<file path="src/rtl/capture_pkg.sv">
// capture_pkg
// Shared types and constants for the byte capture FIFO.
//   BYTE_W        - width of one captured byte
//   DROP_CNT_W    - width of the dropped-byte counter
//   DROP_CNT_MAX  - saturation value of the dropped-byte counter
//   byte_t        - one captured byte
//   sat_inc_drop  - saturating increment for the drop counter
package capture_pkg;

    localparam int BYTE_W     = 8;
    localparam int DROP_CNT_W = 8;
    localparam logic [DROP_CNT_W-1:0] DROP_CNT_MAX = 8'hFF;

    typedef logic [BYTE_W-1:0] byte_t;

    // Increment that sticks at DROP_CNT_MAX instead of wrapping to zero.
    function automatic logic [DROP_CNT_W-1:0] sat_inc_drop(input logic [DROP_CNT_W-1:0] val);
        if (val == DROP_CNT_MAX) begin
            return val;
        end
        return val + DROP_CNT_W'(1);
    endfunction

endpackage

</file>
<file path="src/rtl/byte_capture_fifo_if.sv">
// byte_capture_fifo_if
// Bundles the capture-side input, the ready/valid consumer side and the
// status/overflow signals of the byte capture FIFO.
//   master modport: producer/consumer/controller side (drives in_*, out_ready, clr_ovf)
//   slave  modport: the FIFO itself (drives out_*, count, full, empty, overflow, drop_cnt)
interface byte_capture_fifo_if
    import capture_pkg::*;
#(
    parameter int WIDTH = BYTE_W,
    parameter int DEPTH = 4
);
    logic [WIDTH-1:0]             in_data;
    logic                         in_valid;
    logic [WIDTH-1:0]             out_data;
    logic                         out_valid;
    logic                         out_ready;
    logic [$clog2(DEPTH+1)-1:0]   count;
    logic                         full;
    logic                         empty;
    logic                         overflow;
    logic                         clr_ovf;
    logic [DROP_CNT_W-1:0]        drop_cnt;

    modport master (
        output in_data, in_valid, out_ready, clr_ovf,
        input  out_data, out_valid, count, full, empty, overflow, drop_cnt
    );

    modport slave (
        input  in_data, in_valid, out_ready, clr_ovf,
        output out_data, out_valid, count, full, empty, overflow, drop_cnt
    );
endinterface

</file>
<file path="src/rtl/byte_capture_fifo_mem.sv">
// capture_mem
// DEPTH x WIDTH register array backing the capture FIFO.
//   clk, rst      - clock and synchronous active-high reset (clears every entry)
//   we/waddr/wdata- synchronous write port
//   raddr/rdata   - combinational read port (head byte is visible without a cycle of latency)
module capture_mem
    import capture_pkg::*;
#(
    parameter int WIDTH  = BYTE_W,
    parameter int DEPTH  = 4,
    parameter int ADDR_W = $clog2(DEPTH)
) (
    input  logic              clk,
    input  logic              rst,
    input  logic              we,
    input  logic [ADDR_W-1:0] waddr,
    input  logic [WIDTH-1:0]  wdata,
    input  logic [ADDR_W-1:0] raddr,
    output logic [WIDTH-1:0]  rdata
);

    logic [WIDTH-1:0] mem_q [DEPTH];

    // One flop group per entry; clearing on reset keeps the read port free of X.
    for (genvar gi = 0; gi < DEPTH; gi++) begin : g_entry
        always_ff @(posedge clk) begin
            if (rst) begin
                mem_q[gi] <= '0;
            end else if (we && (waddr == ADDR_W'(gi))) begin
                mem_q[gi] <= wdata;
            end
        end
    end

    assign rdata = mem_q[raddr];

endmodule

</file>
<file path="src/rtl/byte_capture_fifo.sv">
// byte_capture_fifo
// Captures every byte offered by a free-running upstream stage (in_valid has
// no backpressure) into a small circular FIFO drained by a ready/valid sink.
// Bytes arriving while full (and not freed by a same-cycle pop) are dropped,
// counted in a saturating counter and flagged by a sticky overflow bit.
//   clk, rst  - clock and synchronous active-high reset
//   bus.slave - in_data/in_valid capture input, out_data/out_valid/out_ready
//               consumer port, count/full/empty status, overflow/drop_cnt/clr_ovf
module byte_capture_fifo
    import capture_pkg::*;
#(
    parameter int WIDTH = BYTE_W,
    parameter int DEPTH = 4
) (
    input  logic                clk,
    input  logic                rst,
    byte_capture_fifo_if.slave  bus
);

    localparam int PTR_W = $clog2(DEPTH);
    localparam int CNT_W = $clog2(DEPTH + 1);

    logic [PTR_W-1:0]      wp_q, wp_d;
    logic [PTR_W-1:0]      rp_q, rp_d;
    logic [CNT_W-1:0]      count_q, count_d;
    logic                  full_q, full_d;
    logic                  empty_q, empty_d;
    logic                  overflow_q, overflow_d;
    logic [DROP_CNT_W-1:0] drop_cnt_q, drop_cnt_d;

    logic                  push;
    logic                  pop;
    logic                  drop;
    logic [WIDTH-1:0]      head_data;

    // A pop frees the slot the incoming byte needs, so a full FIFO still
    // accepts when the sink takes the head in the same cycle.
    always_comb begin
        pop  = ~empty_q & bus.out_ready;
        push = bus.in_valid & (~full_q | pop);
        drop = bus.in_valid & full_q & ~pop;
    end

    always_comb begin
        wp_d       = wp_q;
        rp_d       = rp_q;
        count_d    = count_q;
        overflow_d = overflow_q;
        drop_cnt_d = drop_cnt_q;

        // Power-of-two depth: natural pointer overflow is the wrap.
        if (push) begin
            wp_d = wp_q + PTR_W'(1);
        end
        if (pop) begin
            rp_d = rp_q + PTR_W'(1);
        end

        case ({push, pop})
            2'b10:   count_d = count_q + CNT_W'(1);
            2'b01:   count_d = count_q - CNT_W'(1);
            default: count_d = count_q;
        endcase

        // Clear has priority over a drop in the same cycle.
        if (bus.clr_ovf) begin
            overflow_d = 1'b0;
            drop_cnt_d = '0;
        end else if (drop) begin
            overflow_d = 1'b1;
            drop_cnt_d = sat_inc_drop(drop_cnt_q);
        end

        full_d  = (count_d == CNT_W'(DEPTH));
        empty_d = (count_d == '0);
    end

    always_ff @(posedge clk) begin
        if (rst) begin
            wp_q       <= '0;
            rp_q       <= '0;
            count_q    <= '0;
            full_q     <= 1'b0;
            empty_q    <= 1'b1;
            overflow_q <= 1'b0;
            drop_cnt_q <= '0;
        end else begin
            wp_q       <= wp_d;
            rp_q       <= rp_d;
            count_q    <= count_d;
            full_q     <= full_d;
            empty_q    <= empty_d;
            overflow_q <= overflow_d;
            drop_cnt_q <= drop_cnt_d;
        end
    end

    capture_mem #(
        .WIDTH (WIDTH),
        .DEPTH (DEPTH)
    ) u_mem (
        .clk   (clk),
        .rst   (rst),
        .we    (push),
        .waddr (wp_q),
        .wdata (bus.in_data),
        .raddr (rp_q),
        .rdata (head_data)
    );

    assign bus.out_data  = head_data;
    assign bus.out_valid = ~empty_q;
    assign bus.count     = count_q;
    assign bus.full      = full_q;
    assign bus.empty     = empty_q;
    assign bus.overflow  = overflow_q;
    assign bus.drop_cnt  = drop_cnt_q;

endmodule

</file>
<file path="src/flat_wrapper.sv">
// flat-port wrapper written by rule: the top's interface ports become plain ports
module byte_capture_fifo_flat import capture_pkg::*;
#(
    parameter int WIDTH = BYTE_W,
    parameter int DEPTH = 4
)
  (clk, rst, bus_in_data, bus_in_valid, bus_out_ready, bus_clr_ovf, bus_out_data, bus_out_valid, bus_count, bus_full, bus_empty, bus_overflow, bus_drop_cnt);
  byte_capture_fifo_if #(.WIDTH(WIDTH), .DEPTH(DEPTH)) bus_i ();
  input  logic clk;
  input  logic rst;
  input wire logic [$bits(bus_i.in_data)-1:0] bus_in_data;
  input wire logic [$bits(bus_i.in_valid)-1:0] bus_in_valid;
  input wire logic [$bits(bus_i.out_ready)-1:0] bus_out_ready;
  input wire logic [$bits(bus_i.clr_ovf)-1:0] bus_clr_ovf;
  output wire logic [$bits(bus_i.out_data)-1:0] bus_out_data;
  output wire logic [$bits(bus_i.out_valid)-1:0] bus_out_valid;
  output wire logic [$bits(bus_i.count)-1:0] bus_count;
  output wire logic [$bits(bus_i.full)-1:0] bus_full;
  output wire logic [$bits(bus_i.empty)-1:0] bus_empty;
  output wire logic [$bits(bus_i.overflow)-1:0] bus_overflow;
  output wire logic [$bits(bus_i.drop_cnt)-1:0] bus_drop_cnt;
  assign bus_i.in_data = bus_in_data;
  assign bus_i.in_valid = bus_in_valid;
  assign bus_i.out_ready = bus_out_ready;
  assign bus_i.clr_ovf = bus_clr_ovf;
  assign bus_out_data = bus_i.out_data;
  assign bus_out_valid = bus_i.out_valid;
  assign bus_count = bus_i.count;
  assign bus_full = bus_i.full;
  assign bus_empty = bus_i.empty;
  assign bus_overflow = bus_i.overflow;
  assign bus_drop_cnt = bus_i.drop_cnt;
  byte_capture_fifo #(.WIDTH(WIDTH), .DEPTH(DEPTH)) u_core (.clk(clk), .rst(rst), .bus(bus_i));
endmodule
</file>
<file path="config.mk">
export PLATFORM = sky130hd
export DESIGN_NAME = byte_capture_fifo_flat
export DESIGN_NICKNAME = d
export VERILOG_FILES = /design/src/rtl/capture_pkg.sv /design/src/rtl/byte_capture_fifo_if.sv /design/src/rtl/byte_capture_fifo_mem.sv /design/src/rtl/byte_capture_fifo.sv /design/src/flat_wrapper.sv
export SDC_FILE = /design/constraint.sdc
export NUM_CORES = 1
export LEC_CHECK = 0
export ABC_AREA = 1
export CELL_PAD_IN_SITES_DETAIL_PLACEMENT = 1
export CELL_PAD_IN_SITES_GLOBAL_PLACEMENT = 2
export CORE_MARGIN = 1.5
export CORE_UTILIZATION = 34
export CTS_BUF_LIST = sky130_fd_sc_hd__clkbuf_4 sky130_fd_sc_hd__clkbuf_8
export DETAILED_ROUTE_END_ITERATION = 10
export PLACE_DENSITY_LB_ADDON = 0.1
export SYNTH_ARGS = -nofsm -noshare
export SYNTH_HDL_FRONTEND = slang
export SYNTH_SLANG_ARGS = --single-unit
</file>
<file path="constraint.sdc">
create_clock -name clk -period 2.2 [get_ports clk]
set_clock_uncertainty 0.2 [all_clocks]
set_input_delay 0.44 -clock clk [delete_from_list [all_inputs] [get_ports clk]]
set_output_delay 0.44 -clock clk [all_outputs]
set_load 0.01 [all_outputs]
</file>
# Word level (Yosys, flattened, before mapping)

Memory sizes are Yosys's and may differ from the RTL's. A register that Yosys moved wholly into a read port is not among the register bits.
Cells that the tools add are included.

Register bits: 18
Bits in writable memories: 32
Bits of input ports: 13
Output and inout bits: 23
Word-level logic and storage cells: 66
Memories: 1

Memories:

| name               | depth | bits a word | read ports | clocked after memory_dff | wr ports | RTL line                    | text |
|---|---|---|---|---|---|---|---|
| u_core.u_mem.mem_q | 4     | 8           | 1          | 1                        | 4        | byte_capture_fifo_mem.sv:22 | `logic [WIDTH-1:0] mem_q [DEPTH];` |

Add/sub/neg operators: 5
Eq/ne operators: 8
Muxes and demuxes: 25
Bitwise logic cells: 12
Reduce and logical (&&, ||, !) cells: 8

Operators by type and width:

| operator            | number |
|---|---|
| $mux 8              | 5 |
| $mux 1              | 17 |
| $add 8x1->8 const B | 1 |
| $eq 8x8->1 const B  | 1 |
| $eq 2x2->1 const B  | 3 |
| $pmux 3 s2          | 1 |
| $or 1x1->1          | 5 |
| $add 2x1->2 const B | 2 |
| $and 1x1->1         | 4 |
| $eq 2x1->1 const B  | 2 |
| $logic_and 1x1->1   | 4 |
| $mux 2              | 2 |
| $add 3x1->3 const B | 1 |
| $eq 3x3->1 const B  | 1 |
| $logic_not 3->1     | 1 |
| $not 1->1           | 3 |
| $sub 3x1->3 const B | 1 |
| $logic_not 2->1     | 1 |
| $ne 2x2->1 const B  | 1 |
| $reduce_and 2->1    | 1 |
| $reduce_or 2->1     | 1 |

# Depth between registers and ports, before layout

Gate-level depths: netlist of run 1.

Depth after elaboration: 9
Depth in mapped cells: 12
Mapped depth without buffers: 12

# By module

A second synthesis of run 1 with hierarchy kept.

Cells, all modules: 308
Area total of the unflattened synthesis: 2478.6 um^2

Modules (own cells, without submodules):

| module            | times used | cells each | area an instance (um^2) | seq. area each (um^2) |
|---|---|---|---|---|
| capture_mem       | 1          | 182        | 1585.3                  | 960.9 |
| byte_capture_fifo | 1          | 126        | 893.4                   | 360.3 |

# Worst setup path before layout of run 1

Ideal clock, no wire load.

Kind: register -> register
From: reg u_core.empty_q (netlist: u_core.bus.empty)
To: reg u_core.full_q (netlist: u_core.bus.full)
Setup time: 0.064 ns
Arrival: 1.716 ns
Data required time: 1.936 ns
Setup slack: 0.220 ns
Stages on the path, launching flop included: 13
Buffers on the path: 0
Clock period less this slack: 1.980 ns
Cells stage by stage: dfxtp_1 -> inv_2 -> nand2_1 -> nand2_1 -> nand2_2 -> ha_1 -> fa_1 -> inv_1 -> nand2_1 -> nand3_1 -> xor2_1 -> nand2_1 -> nor2_1

Cells in the longest elaborated chain, start to end: 7
Elaborated cells between the ends (all ways): 8
Classes of those cells: 3 x eq/ne; 1 x mux; 4 x bitwise

Ends and longest elaborated chain:

| item                                     | RTL line                | text |
|---|---|---|
| from (decl)                              | byte_capture_fifo.sv:27 | `logic empty_q, empty_d;` |
| from (signal assigned)                   | byte_capture_fifo.sv:92 | `empty_q <= empty_d;` |
| $not 1->1 *                              | -                       |  |
| net bus_out_valid                        | flat_wrapper.sv:16      | `output wire logic [$bits(bus_i.out_valid)-1:0] bus_out_valid;` |
| $and 1x1->1 *                            | byte_capture_fifo.sv:39 | `pop = ~empty_q & bus.out_ready;` |
| $or 1x1->1                               | byte_capture_fifo.sv:40 | `push = bus.in_valid & (~full_q \| pop);` |
| $and 1x1->1                              | byte_capture_fifo.sv:40 |  |
| $eq 2x1->1 or $eq 2x2->1 (tied branches) | byte_capture_fifo.sv:59 | `case ({push, pop})` |
| $pmux 3 s2 *                             | byte_capture_fifo.sv:59 |  |
| $eq 3x3->1 *                             | byte_capture_fifo.sv:74 | `full_d = (count_d == CNT_W'(DEPTH));` |
| to (signal assigned)                     | byte_capture_fifo.sv:91 | `full_q <= full_d;` |
| to (decl)                                | byte_capture_fifo.sv:26 | `logic full_q, full_d;` |

The timed path passes the listed nets; every way through them passes the cells marked *.
A chain may end at the register's enable or synchronous reset.

==> impl_table.tex, run 1 <==
\begin{tabular}{lr}
\hline
Metric & Value \\
\hline
\multicolumn{2}{l}{\textbf{Status}} \\
\quad Outcome & finished, final reports clean \\
\multicolumn{2}{l}{\textbf{Floorplanning}} \\
\quad Initial standard-cell utilization of the core & 0.355 \\
\quad Height of the die & 87.5 um \\
\quad IO Count & 36 \\
\quad Core ar. & 6830 um\^{}2 \\
\quad Total Die Area & between 7000 and 8000 um\^{}2 \\
\quad Die Span X & 87.5 um \\
\quad Number of rows created at floorplan & 30 \\
\multicolumn{2}{l}{\textbf{Pwr}} \\
\quad Leakage component of the power & between 1 and 1.5 nW \\
\quad Maximum ir drop on the vdd rail & 0.423 mV \\
\quad Seq pwr share & 0.489 \\
\quad Power Internal & between 0.0015 and 0.002 W \\
\quad Fraction of power consumed by the clock network & 0.226 \\
\quad Comb pwr share & 0.284 \\
\quad P per Cell Area & 784 nW/um\^{}2 \\
\quad Proportion of total power due to net switching & 0.306 \\
\quad Net switching power & around 0.00075 W \\
\multicolumn{2}{l}{\textbf{Synthesis}} \\
\quad Count of different cell masters after synthesis & 26 \\
\quad Yosys warning total & 0 \\
\quad Post-synth design cell area & 2430 um\^{}2 \\
\quad Area share of the largest cell type after synthesis & 0.396 \\
\quad Mapped Nets & between 200 and 300 \\
\quad Number of storage elements in the synthesis netlist & 52 \\
\quad Synthesized netlist cell count & between 200 and 300 \\
\quad Synthesized area per cell & 9.23 um\^{}2 \\
\quad Sequential share of the synthesized area & 0.561 \\
\quad Post-synthesis async set-or-reset flop share & 0 \\
\quad Library cell with the largest summed area after synthesis & edfxtp\_1 \\
\quad Number of enable flip-flop cells after synthesis & 32 \\
\quad Ys flop type & edfxtp\_1 \\
\quad Dominant cells by area after synthesis & edfxtp\_1 (40\%), dfxtp\_1 (16\%), nor2\_1 (9.7\%) \\
\multicolumn{2}{l}{\textbf{Route}} \\
\quad Average via count per standard cell & $\sim$4.6 \\
\quad Drt initial violations & 43 \\
\quad Final antenna-violating net count & 0 \\
\quad Via count & 1911 \\
\quad First-pass DRT Iterations & 4 \\
\quad Detailed-route DRC error count & 0 \\
\quad Total Routed Length & 5.62 mm \\
\quad Wire length per cell & 13.5 um \\
\multicolumn{2}{l}{\textbf{Final layout}} \\
\quad Fill cell count & 807 \\
\quad Combined area of the multi-input logic cells & 933 um\^{}2 \\
\quad Post-route cell area & around 3100 um\^{}2 \\
\quad Fraction of layout instances using a drive strength above 1 & 0.144 \\
\quad Count of nets after finishing & $\sim$340 \\
\quad Post-Layout Cell Count & approximately 420 \\
\quad N\_diodes & 0 \\
\quad Layout overhead on the synthesized area & 29.3\% \\
\quad Final core occ & 0.460 \\
\quad Register area & around 1400 um\^{}2 \\
\multicolumn{2}{l}{\textbf{Placed design}} \\
\quad Standard cell area after detailed placement & 3030 um\^{}2 \\
\quad Placed insts & 408 \\
\quad Buffers added on ports & 35 \\
\quad Total half-perimeter wirelength after legalization and detailed placement & 4.10 mm \\
\quad Gp weighted congestion & 0.729 \\
\quad DP Worst Slack & -0.423 ns \\
\multicolumn{2}{l}{\textbf{Global routing}} \\
\quad Wire length of the first global-routing pass & a little over 9 mm \\
\quad Met3 routing resource usage after global routing & 0.0360 \\
\quad Congestion Overflow GR & 0 \\
\quad Met2 track utilization from global routing & 0.285 \\
\quad Largest net degree at the start of global routing & 17 \\
\quad Antenna violations before repair & 0 \\
\quad GR Util met1 & 0.200 \\
\quad Aggregate global-route resource usage & 0.161 \\
\quad Most crowded layer after global routing & met2 \\
\quad Number of global-route vias before repair & about 1900 \\
\multicolumn{2}{l}{\textbf{Worst setup path}} \\
\quad Worst EP arrival & 1.43 ns \\
\quad Register-to-register setup slack & roughly 0.21 ns \\
\quad Highest net fanout along the worst path & 16 \\
\quad Cells along the critical path & inv\_1 -> buf\_6 -> o21ai\_0 -> o22ai\_1 -> dlygate4sd2\_1 \\
\quad Crit Reg-Reg Startpoint & u\_core.bus.empty\$\_SDFF\_PP1\_ \\
\quad Destination of the worst register-to-register timing path & u\_core.bus.full\$\_SDFF\_PP0\_ \\
\quad CP required & 1.56 ns \\
\quad Worst-case reg-to-reg path depth & 12 \\
\quad Crit path max-delay cell type & dfxtp\_2 \\
\quad Max incr delay on CP & 0.36 ns \\
\quad Sort of element at the start of the critical path & register \\
\quad Worst Path Buf+Inv & 3 \\
\quad Crit Path Category & register to output port \\
\quad Delay-heaviest family, CP & buffers and inverters \\
\quad Crit. End Element & output port \\
\multicolumn{2}{l}{\textbf{Clock tree}} \\
\quad Clock tree root buffer cell & clkbuf\_8 \\
\quad TritonCTS clock tree & done \\
\quad Clock Sinks & 52 \\
\quad Deepest clock path buffer count & 2 \\
\quad Worst-path clk slew & 0.09 ns \\
\quad TritonCTS buffer count & 5 \\
\quad Insertion delay of the later-clocked pin in the worst-skew pair & 0.30 ns \\
\quad H-tree depth & 2 \\
\quad Setup repair bufs after CTS & 0 \\
\multicolumn{2}{l}{\textbf{Timing}} \\
\quad Final critical delay including setup and external delays & 2.07 ns \\
\quad Final Cycle Share & 0.943 \\
\quad Unrepaired setup endpoints after global routing & false \\
\quad Highest clock frequency the design can meet & 482 MHz \\
\quad Endpoints failing setup & 0 \\
\quad Least-Margin Pin Slew & 0.319 ns \\
\quad Final setup slack of the worst path & about 0.13 ns \\
\quad Hold Fails Final Rpt & 0 \\
\quad Setup tns final & 0 ns \\
\quad Max-slew headroom & 0.787 \\
\quad Slew Viols, Final & 0 \\
\multicolumn{2}{l}{\textbf{Job}} \\
\quad Count of maximum capacitance violations & 0 \\
\multicolumn{2}{l}{\textbf{Hold path}} \\
\quad Startpoint of the tightest hold check path & u\_core.rp\_q[0]\$\_SDFFE\_PP0P\_ \\
\quad Class of the most critical hold timing path & register to register \\
\quad Worst Hold Path Cells & 1 \\
\hline
\end{tabular}
==> sequential cells by signal, summed over array words and instances (netlist names), named ones only <==
signal	cells
u_core.u_mem.mem_q	32
u_core.bus.drop_cnt	8
u_core.bus.count	3
u_core.rp_q	2
u_core.wp_q	2
u_core.bus.empty	1
u_core.bus.full	1
u_core.bus.overflow	1
==> cell usage in the layout (no fill, tap or decap), drive strengths merged <==
master / instances
a21oi: 9
buf: 17
clkbuf: 6
clkdlybuf4s15: 1
clkdlybuf4s50: 26
clkinv: 3
clkinvlp: 1
dfxtp: 20
dlygate4sd2: 7
dlymetal6s2s: 1
edfxtp: 32
fa: 1
ha: 6
inv: 32
mux2i: 1
nand2: 44
nand3: 9
nand4: 2
nor2: 67
o21ai: 22
o22ai: 8
xor2: 5
==> synth_stat cells (2+ instances only) <==
library cell,n
inv_2,3
nor2_4,2
nor2_2,2
a21oi_1,9
nand3_4,4
o21ai_0,21
buf_2,2
edfxtp_1,32
nor2_1,63
nand2_1,40
ha_1,6
nand3_1,5
xor2_1,5
dfxtp_1,20
o22ai_1,8
inv_1,28
nand4_1,2
nand2_2,2
nand2_4,2
==> cell families after synthesis <==
family	synth area share
adder cells (fa/ha/maj)	0.0392
AND/OR/NAND/NOR	0.232
buffers and inverters	0.0613
XOR/XNOR	0.0180
flip-flops	0.561
AO/OA/AOI/OAI	0.0845
multiplexers	0.00412
==> layer usage <==
| layer | vias up | wire length (um) |
|---|---|---|
| met5 | - | 0 |
| met4 | 0 | 60 |
| met3 | 5 | 155 |
| met2 | 32 | 2810 |
| met1 | 906 | 2600 |
| li1 | 968 | - |
==> stage by stage <==
| stage | total power [W] | hold slack, ns |
|---|---|---|
| 2_1_floorplan | 0.00156 | 0.247 |
| 3_3_place_gp | 0.00192 | 0.261 |
| 3_5_place_dp | 0.00195 | 0.268 |
| 4_1_cts | 0.00248 | 0.296 |
| 5_1_grt | 0.00261 | 0.331 |
| 6_report | 0.00246 | 0.285 |
==> how the worst max path moves through the flow <==
stage	depth (start not counted)	slack, ns	from	to
floorplan	12	0.22	u_core.bus.empty$_SDFF_PP1_	u_core.bus.full$_SDFF_PP0_
global placement	12	-0.27	bus_out_ready	u_core.bus.full$_SDFF_PP0_
detailed placement	11	-0.42	bus_out_ready	u_core.bus.empty$_SDFF_PP1_
CTS	12	0.02	bus_out_ready	u_core.bus.full$_SDFF_PP0_
global route	4	0.003	register	bus_out_data[4]
finish	5	0.13	register	bus_out_data[1]
==> power groups by stage <==
stage | combinational (W) | sequential, W | clock [W]
finish | 0.000700 | 0.00120 | 0.000557
global route | 0.000776 | 0.00122 | 0.000609
CTS | 0.000702 | 0.00121 | 0.000575
detailed placement | 0.000727 | 0.00122 | 0
global placement | 0.000702 | 0.00122 | 0
floorplan | 0.000332 | 0.00122 | 0
==> area by class of cell <==
type,count,area share
flip-flops and latches,52,0.435
well taps,96,0.0383
multi-input cells,174,0.297
inverters,34,0.0418
repair buffers,52,0.159
clock inverters,2,0.00359
clock buffers,6,0.0243
==> timing repair <==
action | CTS | global route
endpoints found under the setup margin | 11 | 4
pin swaps | 1 | 3
gates resized for setup | 16 | 3
gates cloned | 0 | 0
hold buffers | 0 | 0
hold endpoints to repair | 0 | 0
(Power assumes the default switching activity.)
==> inputs of run 2 (changes only) <==
CORE_UTILIZATION = 30   (was 34)
==> impl_table.tex, run 2 (synthesized netlist as in run 1, its figures left out) <==
\begin{tabular}{lr}
\hline
Metric & Value \\
\hline
\multicolumn{2}{l}{\textbf{Final layout}} \\
\quad Fraction of layout instances using a drive strength above 1 & 0.148 (+0.00405) \\
\quad Number of flip-flops under the largest register name & 32 (unchanged) \\
\quad Count of nets after finishing & 337 (-0.59\%) \\
\quad Commonest non-fill, non-tap cell in the layout & nor2\_1 \\
\quad Layout overhead on the synthesized area & 30.2\% \\
\quad Fill cell count & 912 (+13\%) \\
\quad Combined area of the multi-input logic cells & 937 um\^{}2 (+0.40\%) \\
\quad Commonest non-fill, non-tap cells in the layout & nor2\_1 (63), nand2\_1 (40), edfxtp\_1 (32), inv\_1 (26), clkdlybuf4s50\_1 (26) \\
\quad Register area & 1360 um\^{}2 (-0.18\%) \\
\quad N\_diodes & 0 (unchanged) \\
\quad Register bank with the most flops & u\_core.u\_mem.mem\_q \\
\quad Post-Layout Cell Count & 420 (+0.96\%) \\
\multicolumn{2}{l}{\textbf{Timing}} \\
\quad Endpoints failing setup & 0 (unchanged) \\
\quad Final critical delay including setup and external delays & 2.07 ns (-0.00290 ns) \\
\quad Max-slew headroom & 0.773 (-0.0140) \\
\quad Hold Fails Final Rpt & 0 (unchanged) \\
\quad Slew Viols, Final & 0 (unchanged) \\
\quad Final setup slack of the worst path & 0.128 ns (+0.00290 ns) \\
\quad Final Cycle Share & 0.942 (-0.00132) \\
\quad Least-Margin Pin Slew & 0.340 ns (+0.0210 ns) \\
\quad Highest clock frequency the design can meet & 483 MHz (+0.14\%) \\
\quad Setup tns final & 0 ns (unchanged) \\
\quad Unrepaired setup endpoints after global routing & false \\
\multicolumn{2}{l}{\textbf{Floorplanning}} \\
\quad Initial standard-cell utilization of the core & 0.313 (-0.0428) \\
\quad IO Count & 36 (unchanged) \\
\quad Core ar. & 7770 um\^{}2 (+14\%) \\
\quad Die Span X & 93.0 um (+6.2\%) \\
\quad Total Die Area & 8640 um\^{}2 (+13\%) \\
\quad Number of rows created at floorplan & 32 (+6.7\%) \\
\quad Height of the die & 93.0 um (+6.2\%) \\
\multicolumn{2}{l}{\textbf{Route}} \\
\quad First-pass DRT Iterations & 4 (unchanged) \\
\quad Total Routed Length & 5.61 mm (-0.16\%) \\
\quad Wire length per cell & 13.4 um (-1.1\%) \\
\quad Average via count per standard cell & 4.47 (-2.7\%) \\
\quad Detailed-route DRC error count & 0 (unchanged) \\
\quad Drt initial violations & 35 (-19\%) \\
\quad Final antenna-violating net count & 0 (unchanged) \\
\quad Via count & 1878 (-1.7\%) \\
\multicolumn{2}{l}{\textbf{Pwr}} \\
\quad Fraction of power consumed by the clock network & 0.229 (+0.003) \\
\quad Comb pwr share & 0.284 (about the same) \\
\quad Net switching power & 0.000753 W (about the same) \\
\quad Power Internal & 0.00172 W (+0.42\%) \\
\quad P per Cell Area & 781 nW/um\^{}2 (-0.42\%) \\
\quad Seq pwr share & 0.487 (-0.002) \\
\quad Power after layout & 0.00247 W (+0.30\%) \\
\quad Proportion of total power due to net switching & 0.305 (-0.000823) \\
\quad Maximum ir drop on the vdd rail & 0.446 mV (+5.2\%) \\
\quad Leakage component of the power & 1.30 nW (+0.11\%) \\
\multicolumn{2}{l}{\textbf{Clock tree}} \\
\quad Clock tree root buffer cell & clkbuf\_8 \\
\quad Worst-path clk slew & 0.09 ns (about the same) \\
\quad H-tree depth & 2 (unchanged) \\
\quad TritonCTS buffer count & 5 (unchanged) \\
\quad Deepest clock path buffer count & 2 (unchanged) \\
\quad Setup repair bufs after CTS & 0 (unchanged) \\
\quad Insertion delay of the later-clocked pin in the worst-skew pair & 0.30 ns (about the same) \\
\quad Clock Sinks & 52 (unchanged) \\
\quad TritonCTS clock tree & done \\
\multicolumn{2}{l}{\textbf{Placed design}} \\
\quad Buffers added on ports & 35 (unchanged) \\
\quad DP Worst Slack & -0.319 ns (+0.104 ns) \\
\quad Gp weighted congestion & 0.720 (-1.2\%) \\
\quad Total half-perimeter wirelength after legalization and detailed placement & 4.05 mm (-1.2\%) \\
\quad Placed insts & 412 (+0.98\%) \\
\multicolumn{2}{l}{\textbf{Hold path}} \\
\quad Class of the most critical hold timing path & register to register \\
\quad Worst Hold Path Cells & 1 (unchanged) \\
\multicolumn{2}{l}{\textbf{Global routing}} \\
\quad Number of global-route vias before repair & 1915 (-1.0\%) \\
\quad Aggregate global-route resource usage & 0.139 (-0.0223) \\
\quad Largest net degree at the start of global routing & 17 (unchanged) \\
\quad Congestion Overflow GR & 0 (unchanged) \\
\quad Wire length of the first global-routing pass & 9.22 mm (-0.30\%) \\
\quad Antenna violations before repair & 0 (unchanged) \\
\multicolumn{2}{l}{\textbf{Worst setup path}} \\
\quad Crit. End Element & output port \\
\quad Sort of element at the start of the critical path & register \\
\quad Worst EP arrival & 1.43 ns (about the same) \\
\quad Crit Path Category & register to output port \\
\quad Highest net fanout along the worst path & 6 (-10) \\
\quad CP required & 1.56 ns (about the same) \\
\quad Worst-case reg-to-reg path depth & 9 (-3) \\
\multicolumn{2}{l}{\textbf{Job}} \\
\quad Count of maximum capacitance violations & 0 (unchanged) \\
\multicolumn{2}{l}{\textbf{Status}} \\
\quad Outcome & finished, final reports clean \\
\hline
\end{tabular}
==> run 2: final timing paths <==
kind | start | to | slack [ns]
setup / recovery | register | bus_out_data[2] | 0.13
hold / removal | u_core.rp_q[0]$_SDFFE_PP0P_ | u_core.rp_q[0]$_SDFFE_PP0P_ | 0.29
setup reg to reg | u_core.bus.empty$_SDFF_PP1_ | u_core.bus.empty$_SDFF_PP1_ | 0.25
hold reg to reg | u_core.rp_q[0]$_SDFFE_PP0P_ | u_core.rp_q[0]$_SDFFE_PP0P_ | 0.29
==> run 2: power groups by stage <==
stage / registers (W) / logic [W] / clock network [W]
finish: 0.00120 / 0.000700 / 0.000566
global route: 0.00122 / 0.000783 / 0.000635
CTS: 0.00120 / 0.000681 / 0.000593
detailed placement: 0.00122 / 0.000713 / 0
global placement: 0.00122 / 0.000699 / 0
floorplan: 0.00122 / 0.000332 / 0
==> run 2: per-stage QoR <==
| step | hold WS [ns] | utilization | instance area (um^2) |
|---|---|---|---|
| after floorplan | 0.247 | - | 2430 |
| after global placement | 0.258 | 0.393 | 3050 |
| after detailed placement | 0.271 | 0.393 | 3050 |
| after CTS | 0.297 | 0.404 | 3140 |
| after global routing | 0.325 | 0.407 | 3160 |
| final | 0.291 | 0.407 | 3160 |
==> run 2: area by class of cell <==
class	instances	share of cell area
multi-input cells	174	0.296
clock buffers	6	0.0241
clock inverters	2	0.00514
inverters	34	0.0416
repair buffers	50	0.161
well taps	102	0.0404
flip-flops and latches	52	0.431
==> run 2: per-layer routing <==
| layer | share of wire | routed length (um) | up-vias | global-route usage |
|---|---|---|---|---|
| li1 | - | - | 964 | - |
| met1 | 0.44 | 2490 | 880 | 0.161 |
| met2 | 0.51 | 2860 | 29 | 0.255 |
| met3 | 0.034 | 191 | 5 | 0.0301 |
| met4 | 0.012 | 66 | 0 | 0.0417 |
| met5 | 0 | 0 | - | 0 |
==> run 2: worst max-delay path, cell delays in order (launching register included) <==
cell           delay [ns]
dfxtp_2              0.37
inv_2                0.07
buf_4                0.14
o21ai_0              0.16
o22ai_1              0.10
dlygate4sd2_1        0.29
==> run 2: what timing repair did <==
action                                  in CTS  in global routing
pin swaps                                    0                  4
endpoints found under the setup margin       8                  6
resized for setup                           12                  8
hold buffers                                 0                  0
endpoints found under the hold margin        0                  0
==> inputs of run 3 (changes only) <==
CORE_MARGIN = 2   (was 1.5)
==> impl_table.tex, run 3 (synthesized netlist as in run 1, its figures left out) <==
\begin{tabular}{lr}
\hline
Metric & Value \\
\hline
\multicolumn{2}{l}{\textbf{Timing}} \\
\quad Max-slew headroom & 0.790 (+0.0170) \\
\quad Least-Margin Pin Slew & 0.315 ns (-0.0255 ns) \\
\quad Highest clock frequency the design can meet & 481 MHz (-0.42\%) \\
\quad Slew Viols, Final & 0 (unchanged) \\
\quad Endpoints failing setup & 0 (unchanged) \\
\quad Final critical delay including setup and external delays & 2.08 ns (+0.00863 ns) \\
\quad Unrepaired setup endpoints after global routing & false \\
\quad Hold Fails Final Rpt & 0 (unchanged) \\
\quad Final Cycle Share & 0.946 (+0.00392) \\
\multicolumn{2}{l}{\textbf{Route}} \\
\quad Via count & 1897 (+1.0\%) \\
\quad First-pass DRT Iterations & 4 (unchanged) \\
\quad Average via count per standard cell & 4.48 (+0.30\%) \\
\quad Detailed-route DRC error count & 0 (unchanged) \\
\quad Total Routed Length & 5.68 mm (+1.3\%) \\
\quad Wire length per cell & 13.4 um (+0.56\%) \\
\quad Final antenna-violating net count & 0 (unchanged) \\
\quad Drt initial violations & 66 (+89\%) \\
\multicolumn{2}{l}{\textbf{Placed design}} \\
\quad Standard cell area after detailed placement & 3060 um\^{}2 (+0.33\%) \\
\quad Buffers added on ports & 35 (unchanged) \\
\quad Gp weighted congestion & 0.733 (+1.9\%) \\
\quad Placed insts & 415 (+0.73\%) \\
\quad Total half-perimeter wirelength after legalization and detailed placement & 4.16 mm (+2.8\%) \\
\multicolumn{2}{l}{\textbf{Clock tree}} \\
\quad Insertion delay of the later-clocked pin in the worst-skew pair & 0.31 ns (about the same) \\
\quad TritonCTS clock tree & done \\
\quad Deepest clock path buffer count & 2 (unchanged) \\
\quad Setup repair bufs after CTS & 0 (unchanged) \\
\quad TritonCTS buffer count & 5 (unchanged) \\
\quad Clock tree root buffer cell & clkbuf\_8 \\
\quad Worst-path clk slew & 0.11 ns (+0.02 ns) \\
\quad H-tree depth & 2 (unchanged) \\
\quad Hold buffer count at CTS & 0 (unchanged) \\
\quad Clock Sinks & 52 (unchanged) \\
\multicolumn{2}{l}{\textbf{Pwr}} \\
\quad Power Internal & 0.00181 W (+5.4\%) \\
\quad Net switching power & 0.000753 W (about the same) \\
\quad Seq pwr share & 0.469 (-0.018) \\
\quad Proportion of total power due to net switching & 0.294 (-0.0109) \\
\quad Comb pwr share & 0.268 (-0.016) \\
\quad Maximum ir drop on the vdd rail & 0.405 mV (-9.0\%) \\
\quad P per Cell Area & 808 nW/um\^{}2 (+3.5\%) \\
\quad Leakage component of the power & 1.31 nW (+1.1\%) \\
\quad Power after layout & 0.00256 W (+3.8\%) \\
\quad Fraction of power consumed by the clock network & 0.263 (+0.034) \\
\multicolumn{2}{l}{\textbf{Worst setup path}} \\
\quad Crit Path Category & register to output port \\
\quad Crit path max-delay cell type & dfxtp\_2 \\
\quad Max incr delay on CP & 0.37 ns (about the same) \\
\quad Delay-heaviest family, CP & buffers and inverters \\
\quad Crit. End Element & output port \\
\quad Cells along the critical path & inv\_2 -> buf\_4 -> o21ai\_0 -> o22ai\_1 -> dlygate4sd2\_1 \\
\quad Highest net fanout along the worst path & 5 (-1) \\
\quad Worst EP arrival & 1.44 ns (about the same) \\
\quad CP required & 1.56 ns (about the same) \\
\quad Sort of element at the start of the critical path & register \\
\quad Worst Path Buf+Inv & 3 (unchanged) \\
\multicolumn{2}{l}{\textbf{Global routing}} \\
\quad Wire length of the first global-routing pass & 9.29 mm (+0.82\%) \\
\quad Congestion Overflow GR & 0 (unchanged) \\
\quad Number of global-route vias before repair & 1858 (-3.0\%) \\
\quad Largest net degree at the start of global routing & 17 (unchanged) \\
\quad Aggregate global-route resource usage & 0.138 (-0.00111) \\
\quad Antenna violations before repair & 0 (unchanged) \\
\multicolumn{2}{l}{\textbf{Floorplanning}} \\
\quad Core ar. & 7770 um\^{}2 (unchanged) \\
\quad IO Count & 36 (unchanged) \\
\quad Initial standard-cell utilization of the core & 0.313 (unchanged) \\
\quad Total Die Area & 8830 um\^{}2 (+2.2\%) \\
\quad Number of rows created at floorplan & 32 (unchanged) \\
\quad Die Span X & 94.0 um (+1.1\%) \\
\quad Height of the die & 94.0 um (+1.1\%) \\
\multicolumn{2}{l}{\textbf{Final layout}} \\
\quad Post-Layout Cell Count & 423 (+0.71\%) \\
\quad Commonest non-fill, non-tap cell in the layout & nor2\_1 \\
\quad Register bank with the most flops & u\_core.u\_mem.mem\_q \\
\quad Commonest non-fill, non-tap cells in the layout & nor2\_1 (63), nand2\_1 (40), edfxtp\_1 (32), inv\_1 (27), clkdlybuf4s50\_1 (26) \\
\quad Layout overhead on the synthesized area & 30.6\% \\
\quad Number of flip-flops under the largest register name & 32 (unchanged) \\
\quad Post-route cell area & 3170 um\^{}2 (+0.32\%) \\
\quad Fill cell count & 920 (+0.88\%) \\
\quad Count of nets after finishing & 340 (+0.89\%) \\
\quad Final core occ & 0.408 (+0.00129) \\
\quad N\_diodes & 0 (unchanged) \\
\quad Fraction of layout instances using a drive strength above 1 & 0.153 (+0.00485) \\
\multicolumn{2}{l}{\textbf{Hold path}} \\
\quad Class of the most critical hold timing path & register to register \\
\multicolumn{2}{l}{\textbf{Status}} \\
\quad Outcome & finished, final reports clean \\
\multicolumn{2}{l}{\textbf{Job}} \\
\quad Count of maximum capacitance violations & 0 (unchanged) \\
\hline
\end{tabular}
==> run 3: metrics by stage <==
step / setup TNS [ns] / hold slack (ns) / setup slack, ns
after floorplan: 0 / 0.247 / 0.220
after global placement: -0.970 / 0.258 / -0.281
after detailed placement: -1.22 / 0.267 / -0.354
after CTS: 0 / 0.292 / 0.0277
after global routing: 0 / 0.309 / 0.00496
final: 0 / 0.286 / 0.119
==> run 3: cell type report <==
| class | count | area (um^2) | area share |
|---|---|---|---|
| multi-input combinational | 174 | 923 | 0.291 |
| clock inverter | 3 | 42.5 | 0.0134 |
| inverter | 34 | 131 | 0.0414 |
| sequential | 52 | 1370 | 0.431 |
| tap | 102 | 128 | 0.0402 |
| clock buffer | 5 | 68.8 | 0.0217 |
| timing repair buffer | 53 | 512 | 0.161 |
==> run 3: worst min-delay path, cell delays in order, from the launching register on <==
cell and delay, ns:
dfxtp_1 0.34, nor2_1 0.05, nor2_1 0.07
==> run 3: path summary, 6_finish.rpt <==
kind                               startpoint                               end  slack, ns  depth (start not counted)
min          u_core.bus.overflow$_SDFFE_PP0P_  u_core.bus.overflow$_SDFFE_PP0P_       0.29                          2
max reg2reg       u_core.bus.empty$_SDFF_PP1_       u_core.bus.empty$_SDFF_PP1_       0.19                          9
min reg2reg  u_core.bus.overflow$_SDFFE_PP0P_  u_core.bus.overflow$_SDFFE_PP0P_       0.29                          2
max                                  register                   bus_out_data[5]       0.12                          5
==> run 3: repair_timing <==
action                                  4_1_cts  5_1_grt
endpoints found under the setup margin        9       11
gates resized for setup                      11       10
pin swaps                                     1        2
==> run 3: routing by layer <==
layer | GRT usage | wire [um] | vias up
li1 | - | - | 970
met1 | 0.180 | 2730 | 899
met2 | 0.235 | 2750 | 26
met3 | 0.0313 | 171 | 2
met4 | 0.0290 | 25 | 0
met5 | 0 | 0 | -
==> run 3: power by group through the flow <==
stage	Combinational, W	Sequential (W)	Clock (W)
after detailed placement	0.000723	0.00122	0
after floorplan	0.000332	0.00122	0
after CTS	0.000688	0.00120	0.000702
final	0.000686	0.00120	0.000673
after global placement	0.000716	0.00122	0
after global routing	0.000766	0.00122	0.000733
==> RTL edit, RTL diff (flow settings as in run 3) <==
Reset style: asynchronous (`rst`), changed in 2 clocked blocks. Comments in the files are not updated.
--- a/src/rtl/byte_capture_fifo_mem.sv
+++ b/src/rtl/byte_capture_fifo_mem.sv
@@ -24,5 +24,5 @@
     // One flop group per entry; clearing on reset keeps the read port free of X.
     for (genvar gi = 0; gi < DEPTH; gi++) begin : g_entry
-        always_ff @(posedge clk) begin
+        always_ff @(posedge clk or posedge rst) begin
             if (rst) begin
                 mem_q[gi] <= '0;
--- a/src/rtl/byte_capture_fifo.sv
+++ b/src/rtl/byte_capture_fifo.sv
@@ -76,5 +76,5 @@
     end
 
-    always_ff @(posedge clk) begin
+    always_ff @(posedge clk or posedge rst) begin
         if (rst) begin
             wp_q       <= '0;
Behaviour: differs if rst is asserted again (counterexample within 4 cycles, from zero or initial values and one cycle with rst high); with rst held inactive, the same outputs for 10 cycles.
==> RTL edit against run 3 <==
Sequential cell count shrank 2. Area after synthesis grew 0.77%. Wire length grew 4.2%. Synthesized cell count grew 6.5%. Cell count grew 1.7%. Cell area shrank 2.4%. Setup slack lost 0.038 ns. Critical endpoint is now bus_empty. Largest cell class unchanged.
Power is not compared: it rests on default switching activity, and its combinational part moved more than twofold at a synthesized area within 25%.
==> RTL edit: results (changes against run 3) <==
• number of warning messages in the yosys log: 0, unchanged
• Inserted Clock Buffers: 5, unchanged
• global-route wire length before repair: 10.64 mm, +14%
• clock buffer depth: 2, unchanged
• top cell family by delay on the critical path: buffers and inverters
• launching point of the worst reg2reg path: u_core.bus.empty$_DFF_PP1_
• Distinct cells, synth: 26, unchanged
• First DRT Iteration DRCs: 64, -3.0%
• level count of the clock H-tree: 2, unchanged
• diode count: 0, unchanged
• asr flop ratio synth: 1.000, +1.000
• Slew @ Worst Pin: 0.2991 ns, -0.01580 ns
• Slowest Stage Delay on Critical Path: 0.56 ns, +0.19 ns
• data arrival time at the worst-slack endpoint: 1.48 ns, +0.04 ns
• top register by number of flip-flops: u_core.u_mem.mem_q
• overall routed net length: 5.921 mm, +4.2%
• via count of the first global-routing pass: 2,142, +15%
• Critical R2R Capture: u_core.bus.full$_DFF_PP0_
• all-layer global routing usage: 0.1541, +0.01616
• syn nets: 300, +6.0%
• sequential area share after synthesis: 0.5118, -0.04878
• clock latency on the worst-skew pair: 0.29 ns, -0.02 ns
• CP bufs+invs: 2, -1
• flop-to-flop setup slack: 0.08 ns, -0.11 ns
• maximum number of pins on one net before global-route repair: 40, +23
• first drt pass iteration count: 4, unchanged
• cell count of the worst reg-to-reg path: 10, +1
• synth cell count leaders: sky130_fd_sc_hd__nand2_1 (67), sky130_fd_sc_hd__dfrtp_1 (49), sky130_fd_sc_hd__o21ai_1 (35)
• drt drc: 0, unchanged
• cell at the root of the clock tree: sky130_fd_sc_hd__clkbuf_8
• number of filler cells placed in the layout: 942, +2.4%
• antenna violations before repair: 0, unchanged
• run status: completed
• post-CTS clock slew at the launch and capture registers of the worst setup and hold paths: 0.09 ns, -0.02 ns
• layout cell share with drive strength beyond 1: 0.1555, +0.002840
• standby leakage power: 1.486 nW
• worst vdd ir: 0.4401 mV
• CP max stage cell: sky130_fd_sc_hd__dfstp_2
• net total in the final layout: 348, +2.4%
• critical-path maximum fanout: 2, -3
• wire length per cell: 13.77 um, +2.5%
• number of flip-flops under the largest register name: 32, unchanged
• Port Buffer Count: 35, unchanged
• estimated wirelength of the detail-placed design: 4.178 mm, +0.37%
• leading cell types by total area after synthesis: sky130_fd_sc_hd__dfrtp_1 (50%), sky130_fd_sc_hd__nand2_1 (10%), sky130_fd_sc_hd__o21ai_1 (7.2%), sky130_fd_sc_hd__inv_1 (4.3%), sky130_fd_sc_hd__nor2_1 (4.1%)
• routability congestion estimate: 0.7249, -1.1%
• class of the tightest hold or removal check: input port to async pin
• hold slack final: 0.2042 ns, -0.08176 ns
• routed vias/inst: 4.560, +1.7%
[RTL edit: through the flow]
stage	cell area [um2]	setup WS [ns]	instances
after detailed placement	2963	-0.3727	421
final	3094	0.08116	430
after floorplan	2450	0.003203	280
after global placement	2963	-0.2935	421
after global routing	3094	-0.01769	430
after CTS	3073	0.02459	429
[RTL edit: kinds of logic (layout without fill, tap and decap cells)]
family / count (synthesis) / count (layout) / share of synthesized area
adders and majority gates: 7 / 7 / 0.03885
and+or+nand+nor: 114 / 114 / 0.2086
buffers and inverters: 39 / 87 / 0.07873
xor gates and xnor gates: 7 / 7 / 0.02505
AOI/OAI and AO/OA: 63 / 63 / 0.1370
DFF: 50 / 50 / 0.5118
[RTL edit: what timing repair did]
action	4_1_cts	5_1_grt
endpoints found under the setup margin	10	8
hold buffers	0	0
resized for setup	13	12
setup buffers	1	1
pin swaps	3	9
[RTL edit: how the worst max path moves through the flow]
stage                                     startpoint                          to  depth (start not counted)
after global routing      u_core.bus.empty$_DFF_PP1_   u_core.bus.full$_DFF_PP0_                         10
after global placement                 bus_out_ready  u_core.bus.empty$_DFF_PP1_                         10
after CTS                              bus_out_ready  u_core.bus.empty$_DFF_PP1_                          9
after detailed placement               bus_out_ready   u_core.bus.full$_DFF_PP0_                         12
after floorplan           u_core.bus.empty$_DFF_PP1_  u_core.bus.empty$_DFF_PP1_                         10
final                     u_core.bus.empty$_DFF_PP1_                   bus_empty                          2
[RTL edit: final cells by class]
class	instances	area, um2	share of cell area
well taps	102	127.6	0.04125
clock buffers	7	83.83	0.02709
inverters	30	117.6	0.03801
repair buffers	50	470.5	0.1520
flip-flops and latches	50	1252	0.4048
multi-input cells	191	1042	0.3368
[RTL edit: worst register-to-register path: stages (launching register included)]
cell and delay, ns:
sky130_fd_sc_hd__dfstp_2 0.56, sky130_fd_sc_hd__inv_2 0.04, sky130_fd_sc_hd__nand2_2 0.08, sky130_fd_sc_hd__nand2_2 0.07
sky130_fd_sc_hd__nand2_4 0.07, sky130_fd_sc_hd__ha_4 0.14, sky130_fd_sc_hd__fa_2 0.44, sky130_fd_sc_hd__nand2_2 0.07
sky130_fd_sc_hd__nand2_2 0.05, sky130_fd_sc_hd__or2_4 0.23, sky130_fd_sc_hd__nor2_2 0.10
[RTL edit: power by group]
part	switching (W)	internal, W
logic	0.000946	0.000809
registers	0.000204	0.00127
clock network	0.000296	0.000245
total	0.00145	0.00233
[RTL edit: routing by layer]
metal | GRT usage | up-vias | wire [um]
met5 | 0 | - | 0
met4 | 0.03623 | 0 | 51
met3 | 0.03130 | 4 | 149
met2 | 0.2607 | 31 | 2844
met1 | 0.2036 | 944 | 2876
li1 | - | 982 | -
